<file path="config.mk">
export PLATFORM = sky130hd
export DESIGN_NAME = char_emitter
export DESIGN_NICKNAME = d
export VERILOG_FILES = /design/src/rtl/char_emitter.sv
export SDC_FILE = /design/constraint.sdc
export NUM_CORES = 1
export LEC_CHECK = 0
export BUFFER_PORTS_ARGS = -buffer_cell sky130_fd_sc_hd__buf_2
export CORE_MARGIN = 8
export CORE_UTILIZATION = 45
export CTS_BUF_LIST = sky130_fd_sc_hd__clkbuf_16
export CTS_CLUSTER_DIAMETER = 60
export DETAILED_ROUTE_END_ITERATION = 6
export GPL_TIMING_DRIVEN = 1
export PLACE_DENSITY = 0.68
export SYNTH_ARGS = -nofsm -noshare
export SYNTH_HDL_FRONTEND = slang
export SYNTH_SLANG_ARGS = --single-unit
</file>
<file path="constraint.sdc">
create_clock -name clk -period 10.54 [get_ports clk]
set_clock_uncertainty 0.15 [all_clocks]
set_input_delay 0 -clock clk [delete_from_list [all_inputs] [get_ports clk]]
set_output_delay 0 -clock clk [all_outputs]
set_load 0.02 [all_outputs]
</file>
<file path="src/rtl/char_emitter.sv">
// char_emitter
//   Producer side of the character display link. Bytes are queued in a small
//   circular FIFO; a start pulse clears the display and then streams the
//   queued bytes one at a time, each as a char_valid pulse of VALID_CYCLES
//   followed by PACE_CYCLES of low gap. The 7-segment controller latches
//   char_out on the rising edge of char_valid.
//
// Ports
//   clk        1 MHz system clock
//   rst_n      asynchronous active-low reset
//   wr_data    ASCII byte to enqueue
//   wr_en      enqueue strobe, honoured only while wr_ready=1
//   wr_ready   FIFO not full
//   start      begin streaming (single-cycle pulse, ignored while busy)
//   abort      stop streaming and flush the FIFO (single-cycle pulse)
//   busy       high whenever the FSM is not IDLE
//   level      number of bytes currently queued
//   char_out   character to the controller's char_in
//   char_valid character strobe to the controller
//   clear_out  one-cycle display clear to the controller
module char_emitter #(
    parameter int DEPTH        = 16,
    parameter int PACE_CYCLES  = 250000,
    parameter int VALID_CYCLES = 2
) (
    input  logic                       clk,
    input  logic                       rst_n,
    input  logic [7:0]                 wr_data,
    input  logic                       wr_en,
    output logic                       wr_ready,
    input  logic                       start,
    input  logic                       abort,
    output logic                       busy,
    output logic [$clog2(DEPTH):0]     level,
    output logic [7:0]                 char_out,
    output logic                       char_valid,
    output logic                       clear_out
);

    localparam int AW = $clog2(DEPTH);
    localparam int LW = AW + 1;
    localparam int PW = $clog2(PACE_CYCLES + 1);
    localparam int VW = $clog2(VALID_CYCLES + 1);

    localparam logic [LW-1:0] FULL_LEVEL = LW'(DEPTH);
    localparam logic [PW-1:0] PACE_LOAD  = PW'(PACE_CYCLES - 1);
    localparam logic [VW-1:0] VALID_LOAD = VW'(VALID_CYCLES - 1);

    typedef enum logic [1:0] {
        IDLE,
        CLEAR,
        EMIT,
        GAP
    } state_t;

    state_t state;
    state_t next_state;

    logic [7:0]    mem [DEPTH];
    logic [AW-1:0] wr_ptr;
    logic [AW-1:0] rd_ptr;
    logic [PW-1:0] pace_cnt;
    logic [VW-1:0] valid_cnt;
    logic          push;
    logic          pop;

    assign wr_ready = (level != FULL_LEVEL);

    // abort discards a same-cycle write along with the rest of the queue.
    assign push = wr_en && wr_ready && !abort;

    // A byte is popped exactly on entry to EMIT. Entry is only reachable with
    // level>0 (CLEAR requires it, GAP checks it), so the head is always valid.
    assign pop = (next_state == EMIT) && (state != EMIT);

    always_ff @(posedge clk or negedge rst_n) begin
        if (!rst_n) begin
            state <= IDLE;
        end else begin
            state <= next_state;
        end
    end

    // The GAP exit tests the registered level, so a byte written in the very
    // cycle the last gap ends stays queued instead of being streamed.
    always_comb begin
        next_state = state;
        if (abort) begin
            next_state = IDLE;
        end else begin
            unique case (state)
                IDLE:    if (start && level != '0) next_state = CLEAR;
                CLEAR:   next_state = EMIT;
                EMIT:    if (valid_cnt == '0) next_state = GAP;
                GAP:     if (pace_cnt == '0) next_state = (level != '0) ? EMIT : IDLE;
                default: next_state = IDLE;
            endcase
        end
    end

    always_comb begin
        busy       = (state != IDLE);
        clear_out  = (state == CLEAR);
        char_valid = (state == EMIT);
    end

    always_ff @(posedge clk or negedge rst_n) begin
        if (!rst_n) begin
            wr_ptr <= '0;
            rd_ptr <= '0;
            level  <= '0;
        end else if (abort) begin
            wr_ptr <= '0;
            rd_ptr <= '0;
            level  <= '0;
        end else begin
            if (push) wr_ptr <= wr_ptr + AW'(1);
            if (pop)  rd_ptr <= rd_ptr + AW'(1);
            level <= level + LW'(push) - LW'(pop);
        end
    end

    always_ff @(posedge clk) begin
        if (push) begin
            mem[wr_ptr] <= wr_data;
        end
    end

    // char_out only changes on a pop, so it is stable through the pulse and
    // keeps the last character afterwards (including across an abort).
    always_ff @(posedge clk or negedge rst_n) begin
        if (!rst_n) begin
            char_out <= 8'h00;
        end else if (pop) begin
            char_out <= mem[rd_ptr];
        end
    end

    // Both counters are loaded on entry to their phase and run down to zero;
    // the phase ends in the cycle the counter reads zero.
    always_ff @(posedge clk or negedge rst_n) begin
        if (!rst_n) begin
            valid_cnt <= '0;
            pace_cnt  <= '0;
        end else begin
            if (pop) begin
                valid_cnt <= VALID_LOAD;
            end else if (state == EMIT && valid_cnt != '0) begin
                valid_cnt <= valid_cnt - VW'(1);
            end

            if (state == EMIT && next_state == GAP) begin
                pace_cnt <= PACE_LOAD;
            end else if (state == GAP && pace_cnt != '0) begin
                pace_cnt <= pace_cnt - PW'(1);
            end
        end
    end

endmodule

</file>
# Word-level counts from Yosys, hierarchy flattened
# Memory sizes are Yosys's and may differ from the RTL's. A register that Yosys moved wholly into a read port is not among the register bits.
# Cells that the tools add are included.
dict set report classes {
  n_bitwise 0
  mux 17
  magnitude_cmp 0
  n_addsub 6
  div 0
  n_shift 0
  n_reduce_logical 20
  eq_ne 7
  n_mul 0
}
# operator count
set op_table {}
lappend op_table {{$mux W18} 2}
lappend op_table {{$logic_not A18 Y1} 1}
lappend op_table {{$reduce_bool A18 Y1} 1}
lappend op_table {{$sub A18 B1 Y18 const B} 1}
lappend op_table {{$mux W4} 4}
lappend op_table {{$mux W2} 7}
lappend op_table {{$reduce_bool A2 Y1} 6}
lappend op_table {{$add A4 B1 Y4 const B} 2}
lappend op_table {{$eq A2 B2 Y1 const B} 4}
lappend op_table {{$pmux W2 S4} 1}
lappend op_table {{$logic_and A1 B1 Y1} 7}
lappend op_table {{$add A5 B1 Y5} 1}
lappend op_table {{$mux W5} 1}
lappend op_table {{$ne A5 B5 Y1 const B} 1}
lappend op_table {{$reduce_bool A5 Y1} 1}
lappend op_table {{$sub A5 B1 Y5} 1}
lappend op_table {{$logic_not A2 Y1} 2}
lappend op_table {{$eq A2 B1 Y1 const B} 1}
lappend op_table {{$logic_not A1 Y1} 2}
lappend op_table {{$mux W1} 2}
lappend op_table {{$ne A2 B2 Y1 const B} 1}
lappend op_table {{$sub A2 B1 Y2 const B} 1}
dict set report totals {
  n_memories 1
  rom_bits 0
  inputBits 13
  latch_bits 0
  ramBits 128
  output_inout_bits 17
  ff_bits 35
  word_cells 57
}
# name depth word_bits rd rd_ports_with_merged_regs write_ports line
set mem_list {}
lappend mem_list {mem 16 8 1 1 1 59} ;# logic [7:0] mem [DEPTH];

# Longest topological paths before layout
# Gate-level depths: netlist of the first run.
dict set report depth {
  depth_word 9
  depth_mapped 18
  depth_no_buf 16
}

# Worst setup path before layout of the first run
# Ideal clock, no wire load.
dict set report synth_path {
  path_kind {register to register}
  from {reg pace_cnt[0]}
  to {reg level[4]}
  path_buffers 2
  required_ns 10.312
  arrival_ns 3.139
  stages_incl_launch_ff 19
  path_slack_ns 7.173
  synth_period_minus_slack_ns 3.367
  setup_ns 0.078
  path_cell_list {dfrtp_1 > inv_1 > ha_1 > nor3b_1 > and4_1 > clkbuf_1 > a41o_2 > nor2_2 > buf_6 > ha_1 > inv_1 > ha_1 > inv_1 > fa_1 > inv_1 > a21oi_1 > nor2_1 > or3_1 > a21oi_1}
}
dict set report synth_via {
  elab_chain_cells 8
}
# item line
set synth_rtl {}
lappend synth_rtl {{from (decl)} 62} ;# logic [PW-1:0] pace_cnt;
lappend synth_rtl {{from (signal assigned)} 155} ;# pace_cnt <= pace_cnt - PW'(1);
lappend synth_rtl {{$logic_not A18 Y1} 95} ;# GAP: if (pace_cnt == '0) next_state = (level != '0) ? EMIT : IDLE;
lappend synth_rtl {{$mux W2} 95}
lappend synth_rtl {{$pmux W2 S4} 91} ;# unique case (state)
lappend synth_rtl {{$mux W2} 88} ;# if (abort) begin
lappend synth_rtl {{$eq A2 B2 Y1} 74} ;# assign pop = (next_state == EMIT) && (state != EMIT);
lappend synth_rtl {{$logic_and A1 B1 Y1} 74}
lappend synth_rtl {{named net pop} 65} ;# logic pop;
lappend synth_rtl {{$sub A5 B1 Y5} 119} ;# level <= level + LW'(push) - LW'(pop);
lappend synth_rtl {{$mux W5} 112} ;# end else if (abort) begin
lappend synth_rtl {{to (signal assigned)} 119}
lappend synth_rtl {{to (decl)} 34} ;# output logic [$clog2(DEPTH):0] level,
# The timed path passes the listed nets, and every way through them passes these cells.
# A chain may end at the register's enable or synchronous reset.

# Worst setup path in the final report of the first run
dict set report layout_path {
  from {reg level[3]}
  to {reg level[4]}
}
dict set report layout_via {
  elab_chain_cells 9
  elab_cells_between_ends 15
  cone_classes {add/sub: 2; eq/ne: 2; mux: 6; reduce/logical: 5}
}
# item line
set layout_rtl {}
lappend layout_rtl {{$reduce_bool A5 Y1} {92, 95}}
lappend layout_rtl {{$mux W2 or $logic_and A1 B1 Y1 (tied branches)} {95, 92}}
lappend layout_rtl {{$mux W2 (on tied branches)} {95, 92}}
lappend layout_rtl {{$pmux W2 S4} 91}
lappend layout_rtl {{$mux W2} 88}
lappend layout_rtl {{$eq A2 B2 Y1} 74}
lappend layout_rtl {{$logic_and A1 B1 Y1} 74}
lappend layout_rtl {{$sub A5 B1 Y5 (*)} 119}
lappend layout_rtl {{$mux W5 (*)} 112}
# Mark *: on every way between the ends. The rest lies on a longest branch, timed or not.

==> results of run 1 <==
[flip-flops by register name, summed over array words and instances (netlist names)]
signal and count:
char_out 8, pace_cnt 18, level 5, wr_ptr 4
mem 128, rd_ptr 4, state 2, valid_cnt 2
[layout make-up]
class / instances / area, sq um / share of cell area (%)
flip-flops and latches: 171 / 4922 / 59.34
multi-input cells: 246 / 2178 / 26.26
clock buffers: 17 / 425.4 / 5.128
repair buffers: 47 / 312.8 / 3.771
well taps: 216 / 270.3 / 3.258
clock inverters: 13 / 118.9 / 1.433
inverters: 18 / 67.56 / 0.8145
[power breakdown]
part           switching, mW  internal (mW)  total, mW
logic                  0.187          0.166      0.353
registers             0.0550          0.787      0.842
clock network          0.260          0.324      0.584
total                  0.502           1.28       1.78
[timing repair]
item / CTS / global route
hold endpoints to repair: 182 / 0
gates resized for setup: 0 / 0
hold buffers: 13 / 0
[routing by layer]
layer  global-route usage, %  vias to the layer above  part of all wire, %
met5                       0                        -                    0
met4                   5.928                        0                  1.7
met3                   3.840                       13                  4.9
met2                   24.97                      100                   50
met1                   19.48                     2079                   43
li1                        -                     1859                    -
[worst max-delay path: cells and delay by family (launching register included)]
family	cells	cell delay [ns]
flip-flops	1	0.40
AND/OR/NAND/NOR	3	1.37
buffers and inverters	4	0.27
AO/OA/AOI/OAI	5	0.79
adder cells (fa/ha/maj)	4	1.06
[worst max path at each step]
stage,cells after the start,end
global route,16,level[4]$_DFF_PN0_
detailed placement,16,level[4]$_DFF_PN0_
global placement,16,level[4]$_DFF_PN0_
CTS,16,level[4]$_DFF_PN0_
finish,16,level[4]$_DFF_PN0_
floorplan,18,level[4]$_DFF_PN0_
[cells in the final DEF, fill, tap and decap left out, drive strengths merged, types with 3 or more instances in the layout]
| master | instances |
|---|---|
| dfrtp | 43 |
| o21ai | 9 |
| clkbuf | 17 |
| mux2 | 8 |
| ha | 13 |
| and2 | 3 |
| nor2b | 5 |
| mux2i | 4 |
| o41ai | 3 |
| nand4 | 4 |
| xor2 | 8 |
| edfxtp | 128 |
| nand3 | 7 |
| clkinv | 5 |
| dlygate4sd3 | 13 |
| inv | 22 |
| nor2 | 31 |
| a211oi | 5 |
| nor4 | 5 |
| nand2b | 5 |
| nor3 | 10 |
| o211ai | 4 |
| and4 | 3 |
| and3 | 4 |
| buf | 34 |
| a21oi | 9 |
| mux4 | 32 |
| a22oi | 16 |
| nand2 | 30 |
| or3 | 3 |
| clkinvlp | 3 |
| xnor2 | 5 |
[cells in the mapped netlist (all sizes together) (8+ instances only)]
cell type  instances
a22oi             16
mux4              32
mux2               8
edfxtp           128
ha                13
nor3              10
o21ai              9
a21oi              9
inv               18
nand2             30
xor2               8
buf                8
nor2              31
dfrtp             43
clkbuf            10
[kinds of logic after synthesis]
family / share of synthesized area, %
adders and majority gates: 2.522
DFF: 67.91
xor gates and xnor gates: 1.572
muxes: 12.11
buffers and inverters: 2.021
AOI/OAI and AO/OA: 5.492
and+or+nand+nor: 8.377
[metrics by stage]
stage	std cells	instance area [sq um]	utilization, %
2_1_floorplan	453	7244	-
4_1_cts	728	8295	52.41
3_5_place_dp	685	7621	48.15
3_3_place_gp	685	7621	48.15
6_report	728	8295	52.41
5_1_grt	728	8295	52.41
==> flow_metrics.env, run 1 <==
export IMPL_wl_microns=14530
export IMPL_synth_avg_cell_area_sq_um=15.99
export IMPL_grt_pass1_wl_microns=23390
export IMPL_vias_per_cell=5.565
export IMPL_ys_types=53
export IMPL_cp_required_ns=10.73
export IMPL_cp_startpoint="level[3]$_DFF_PN0_"
export IMPL_grt_pass1_vias=4279
export IMPL_synth_edf_count=128
export IMPL_period_needed_ns=4.133
export IMPL_cts_sinks=171
export IMPL_place_congestion=0.7575
export IMPL_num_io_pins=30
export IMPL_synthesis_nets=480
export IMPL_drtPass1Iterations=5
export IMPL_finalHoldViolCount=0
export IMPL_initial_utilization_pct=45.77
export IMPL_power_mw=1.779
export IMPL_synth_seq_area_share_pct=67.91
export IMPL_clk_pin_slew_ns=0.06
export IMPL_synth_area_leaders="edfxtp_1 (53%), dfrtp_1 (15%), mux4_2 (9.9%)"
export IMPL_wl_per_cell_microns=19.95
export IMPL_power_density_mw_per_mm2=214.5
export IMPL_ys_ff_latch=171
export IMPL_syn_cell_area_sq_mm=0.007244
export IMPL_die_h_microns=142.9
export IMPL_maxSlewHeadroom_pct=24.75
export IMPL_path_cells="inv_1, ha_1, nor4b_1, o32ai_1, a21boi_2, nor2_2, ha_1, inv_1, ha_1, inv_1, fa_1, inv_1, a21oi_1, nor2_1, o21ai_0, a21oi_1"
export IMPL_yosys_warnings=0
export IMPL_max_freq_mhz=242.0
export IMPL_worstSetupStartpointType="flop"
export IMPL_reg2reg_slack_ns=6.41
export IMPL_hold_path_class="in -> async"
export IMPL_portBuffers=29
export IMPL_r2r_start="level[3]$_DFF_PN0_"
export IMPL_hpwl_microns=9352
export IMPL_timing_rr_end="level[4]$_DFF_PN0_"
export IMPL_setup_tns_ns=0
export IMPL_cts_made_buffers=17
export IMPL_core_sq_mm=0.01583
export IMPL_vias=4051
export IMPL_status="complete, no violations"
export IMPL_cpPeakStageDelay_ns=0.65
export IMPL_worst_slew_pin_slew_ns=1.125
export IMPL_synthesis_instances=453
export IMPL_diodes=0
export IMPL_whs_ns=0.1317
export IMPL_nFillCells=1267
export IMPL_crit_type="reg -> reg"
export IMPL_drtIter0Drc=354
export IMPL_cp_arrival_ns=4.33
export IMPL_grt_overflow=0
export IMPL_clk_path_buf_depth=2
export IMPL_rows=46
export IMPL_drc=0
export IMPL_netlist_area_leader_share_pct=53.06
export IMPL_total_leakage_power_nw=2.890
export IMPL_crit_top_cell="inv_1"
export IMPL_drive_above_1_share_pct=21.88
export IMPL_end_kind="flop"
export IMPL_dieArea_sq_mm=0.02041
export IMPL_cts_root_buffer="clkbuf_16"
export IMPL_cts_tree="yes"
export IMPL_grt_total_usage_pct=15.37
export IMPL_area_growth_pct=14.51
export IMPL_yosys_area_top_type="edfxtp_1"
export IMPL_grt_max_degree=44
export IMPL_synthArstFlopShare_pct=25.15
export IMPL_pre_cts_ws_ns=6.371
export IMPL_vdd_ir_drop_max_uv=118.3
export IMPL_slowest_stage="nor2_2"
export IMPL_maxCapViolCount=0
export IMPL_grt_antenna_before_repair=0
export IMPL_synth_ff_type="edfxtp_1"
export IMPL_rsz0062_at_grt="false"
export IMPL_dieWidth_microns=142.9
export IMPL_nNetsFinal=528
export IMPL_path_max_fanout=11
export IMPL_fin_ws_ns=6.407
export IMPL_post_cts_buffers=0
export IMPL_min_period_over_period_pct=39.21
export IMPL_clk_latency_ns=0.43
export IMPL_final_max_slew_viol_count=0
export IMPL_finalSetupViolCount=0
export IMPL_worstRegToRegCells=16
export IMPL_ant_nets=0
export IMPL_htreeDepth=4
Note: power is estimated with default switching activity, not from simulation.
==> run 2: changes to the inputs <==
==> constraint.sdc (replaced) <==
create_clock -name clk -period 4.1 [get_ports clk]
set_clock_uncertainty 0.15 [all_clocks]
set_input_delay 0 -clock clk [delete_from_list [all_inputs] [get_ports clk]]
set_output_delay 0 -clock clk [all_outputs]
set_load 0.02 [all_outputs]
==> run 2 against run 1 <==
Net effect: utilization increased by 0.69 points; final cell count increased by 0.41%; critical path depth unchanged; clock power increased to 2.9 times the previous value; register-to-register slack got worse by 5.8 ns; sequential share of layout area decreased by 0.77 points; wire length decreased by 5.2%.
==> flow_metrics.env, run 2 (synthesized netlist as in run 1, its figures left out) <==
export IMPL_status="complete, no violations"
export IMPL_hold_path_class="in -> async"
export IMPL_final_max_slew_viol_count=0
export IMPL_num_io_pins=30
export IMPL_place_congestion=0.7786
export IMPL_regMostFlops="mem"
export IMPL_cts_made_buffers=17
export IMPL_grt_antenna_before_repair=0
export IMPL_final_common_cell="edfxtp_1"
export IMPL_die_h_microns=142.9
export IMPL_clk_path_buf_depth=2
export IMPL_portBuffers=29
export IMPL_vias=4063
export IMPL_grt_total_usage_pct=14.82
export IMPL_hpwl_microns=8983
export IMPL_cp_required_ns=4.30
export IMPL_diodes=0
export IMPL_crit_type="reg -> reg"
export IMPL_end_kind="flop"
export IMPL_initial_utilization_pct=45.77
export IMPL_drc=0
export IMPL_fin_cells=731
export IMPL_ant_nets=0
export IMPL_min_period_over_period_pct=85.25
export IMPL_grt_pass1_wl_microns=22450
export IMPL_setup_tns_ns=0
export IMPL_grt_overflow=0
export IMPL_reg_top3="mem: 128 flops, pace_cnt: 18 flops, char_out: 8 flops"
export IMPL_largest_reg_flops=128
export IMPL_drtIter0Drc=337
export IMPL_cts_tree="yes"
export IMPL_cts_sinks=171
export IMPL_nNetsFinal=529
export IMPL_pre_cts_ws_ns=0.6596
export IMPL_core_sq_mm=0.01583
export IMPL_period_needed_ns=3.495
export IMPL_maxCapViolCount=0
export IMPL_rsz0062_at_grt="false"
export IMPL_whs_ns=0.1298
export IMPL_wl_per_cell_microns=18.83
export IMPL_grt_max_degree=44
export IMPL_fin_ws_ns=0.6048
export IMPL_post_place_cells=686
export IMPL_finalSetupViolCount=0
export IMPL_rows=46
export IMPL_drtPass1Iterations=6
export IMPL_path_max_fanout=6
export IMPL_clk_pin_slew_ns=0.06
export IMPL_total_leakage_power_nw=2.952
export IMPL_cpPeakStageDelay_ns=0.41
export IMPL_hold_buffers=13
export IMPL_path_cells="inv_1, ha_1, nor3b_1, and4_1, a41o_2, nor2_2, ha_1, inv_1, ha_1, inv_1, fa_1, inv_1, a21oi_1, nor2_1, or3_1, a21oi_1"
export IMPL_wl_microns=13760
export IMPL_worstSetupStartpointType="flop"
export IMPL_area_growth_pct=16.01
export IMPL_clk_latency_ns=0.43
export IMPL_maxSlewHeadroom_pct=32.94
export IMPL_cts_root_buffer="clkbuf_16"
export IMPL_drive_above_1_share_pct=22.72
export IMPL_dieWidth_microns=142.9
export IMPL_vdd_ir_drop_max_uv=358.4
export IMPL_vias_per_cell=5.558
export IMPL_grt_pass1_vias=4126
export IMPL_worst_slew_pin_slew_ns=1.006
export IMPL_stdcell_area_sq_mm=0.008404
export IMPL_final_cell_mix="edfxtp_1 (128), dfrtp_1 (41), mux4_2 (32)"
export IMPL_power_density_mw_per_mm2=569.3
export IMPL_dieArea_sq_mm=0.02041
export IMPL_cp_arrival_ns=3.70
export IMPL_post_cts_buffers=0
export IMPL_placed_cell_area_sq_mm=0.007641
export IMPL_finalHoldViolCount=0
export IMPL_max_freq_mhz=286.1
export IMPL_slowest_stage="dfrtp_1"
export IMPL_crit_top_cell="inv_1"
export IMPL_htreeDepth=4
export IMPL_post_cts_resized=0
## run 2: area by class of cell
cell class	instances	area, sq um
clock buffer	17	425.4
multi-input combinational	246	2178
tap	216	270.3
fill	1251	7423
timing repair buffer	48	332.8
clock inverter	15	207.7
inverter	18	67.56
sequential	171	4922
## run 2: per-layer routing
| metal | global-route usage [%] | routed length (microns) | vias to the layer above |
|---|---|---|---|
| li1 | - | - | 1856 |
| met3 | 4.341 | 693 | 11 |
| met2 | 24.42 | 7013 | 102 |
| met5 | 0 | 0 | - |
| met1 | 18.47 | 5890 | 2094 |
| met4 | 4.642 | 165 | 0 |
## run 2: worst paths after layout
kind | startpoint | slack (ns) | to | depth (start not counted)
min reg2reg | char_out[7]$_DFFE_PN0P_ | 0.35 | char_out[7]$_DFFE_PN0P_ | 1
max in group asynchronous | rst_n | 2.98 | rd_ptr[1]$_DFFE_PN0P_ | 2
min in group clk | abort | 0.29 | rd_ptr[1]$_DFFE_PN0P_ | 3
max | pace_cnt[0]$_DFFE_PN0P_ | 0.60 | level[4]$_DFF_PN0_ | 16
min | rst_n | 0.13 | level[3]$_DFF_PN0_ | 2
max reg2reg | pace_cnt[0]$_DFFE_PN0P_ | 0.60 | level[4]$_DFF_PN0_ | 16
## run 2: worst max-delay path: cells and delay by family (launching register included)
family | cells | cell delay, ns
buffers and inverters | 4 | 0.25
AND/OR/NAND/NOR | 5 | 1.21
AO/OA/AOI/OAI | 3 | 0.56
flip-flops | 1 | 0.41
adder cells (fa/ha/maj) | 4 | 0.85
## run 2: power by group
group          switching, mW  internal (mW)
clock network          0.671           1.03
registers              0.166           2.02
logic                  0.456          0.436
total                   1.29           3.49
## run 2: per-stage QoR
| step | utilization [%] | power, mW |
|---|---|---|
| global placement | 48.28 | 3.076 |
| global route | 53.10 | 5.024 |
| finish | 53.10 | 4.784 |
| floorplan | - | 2.845 |
| detailed placement | 48.28 | 3.112 |
| CTS | 53.10 | 4.830 |
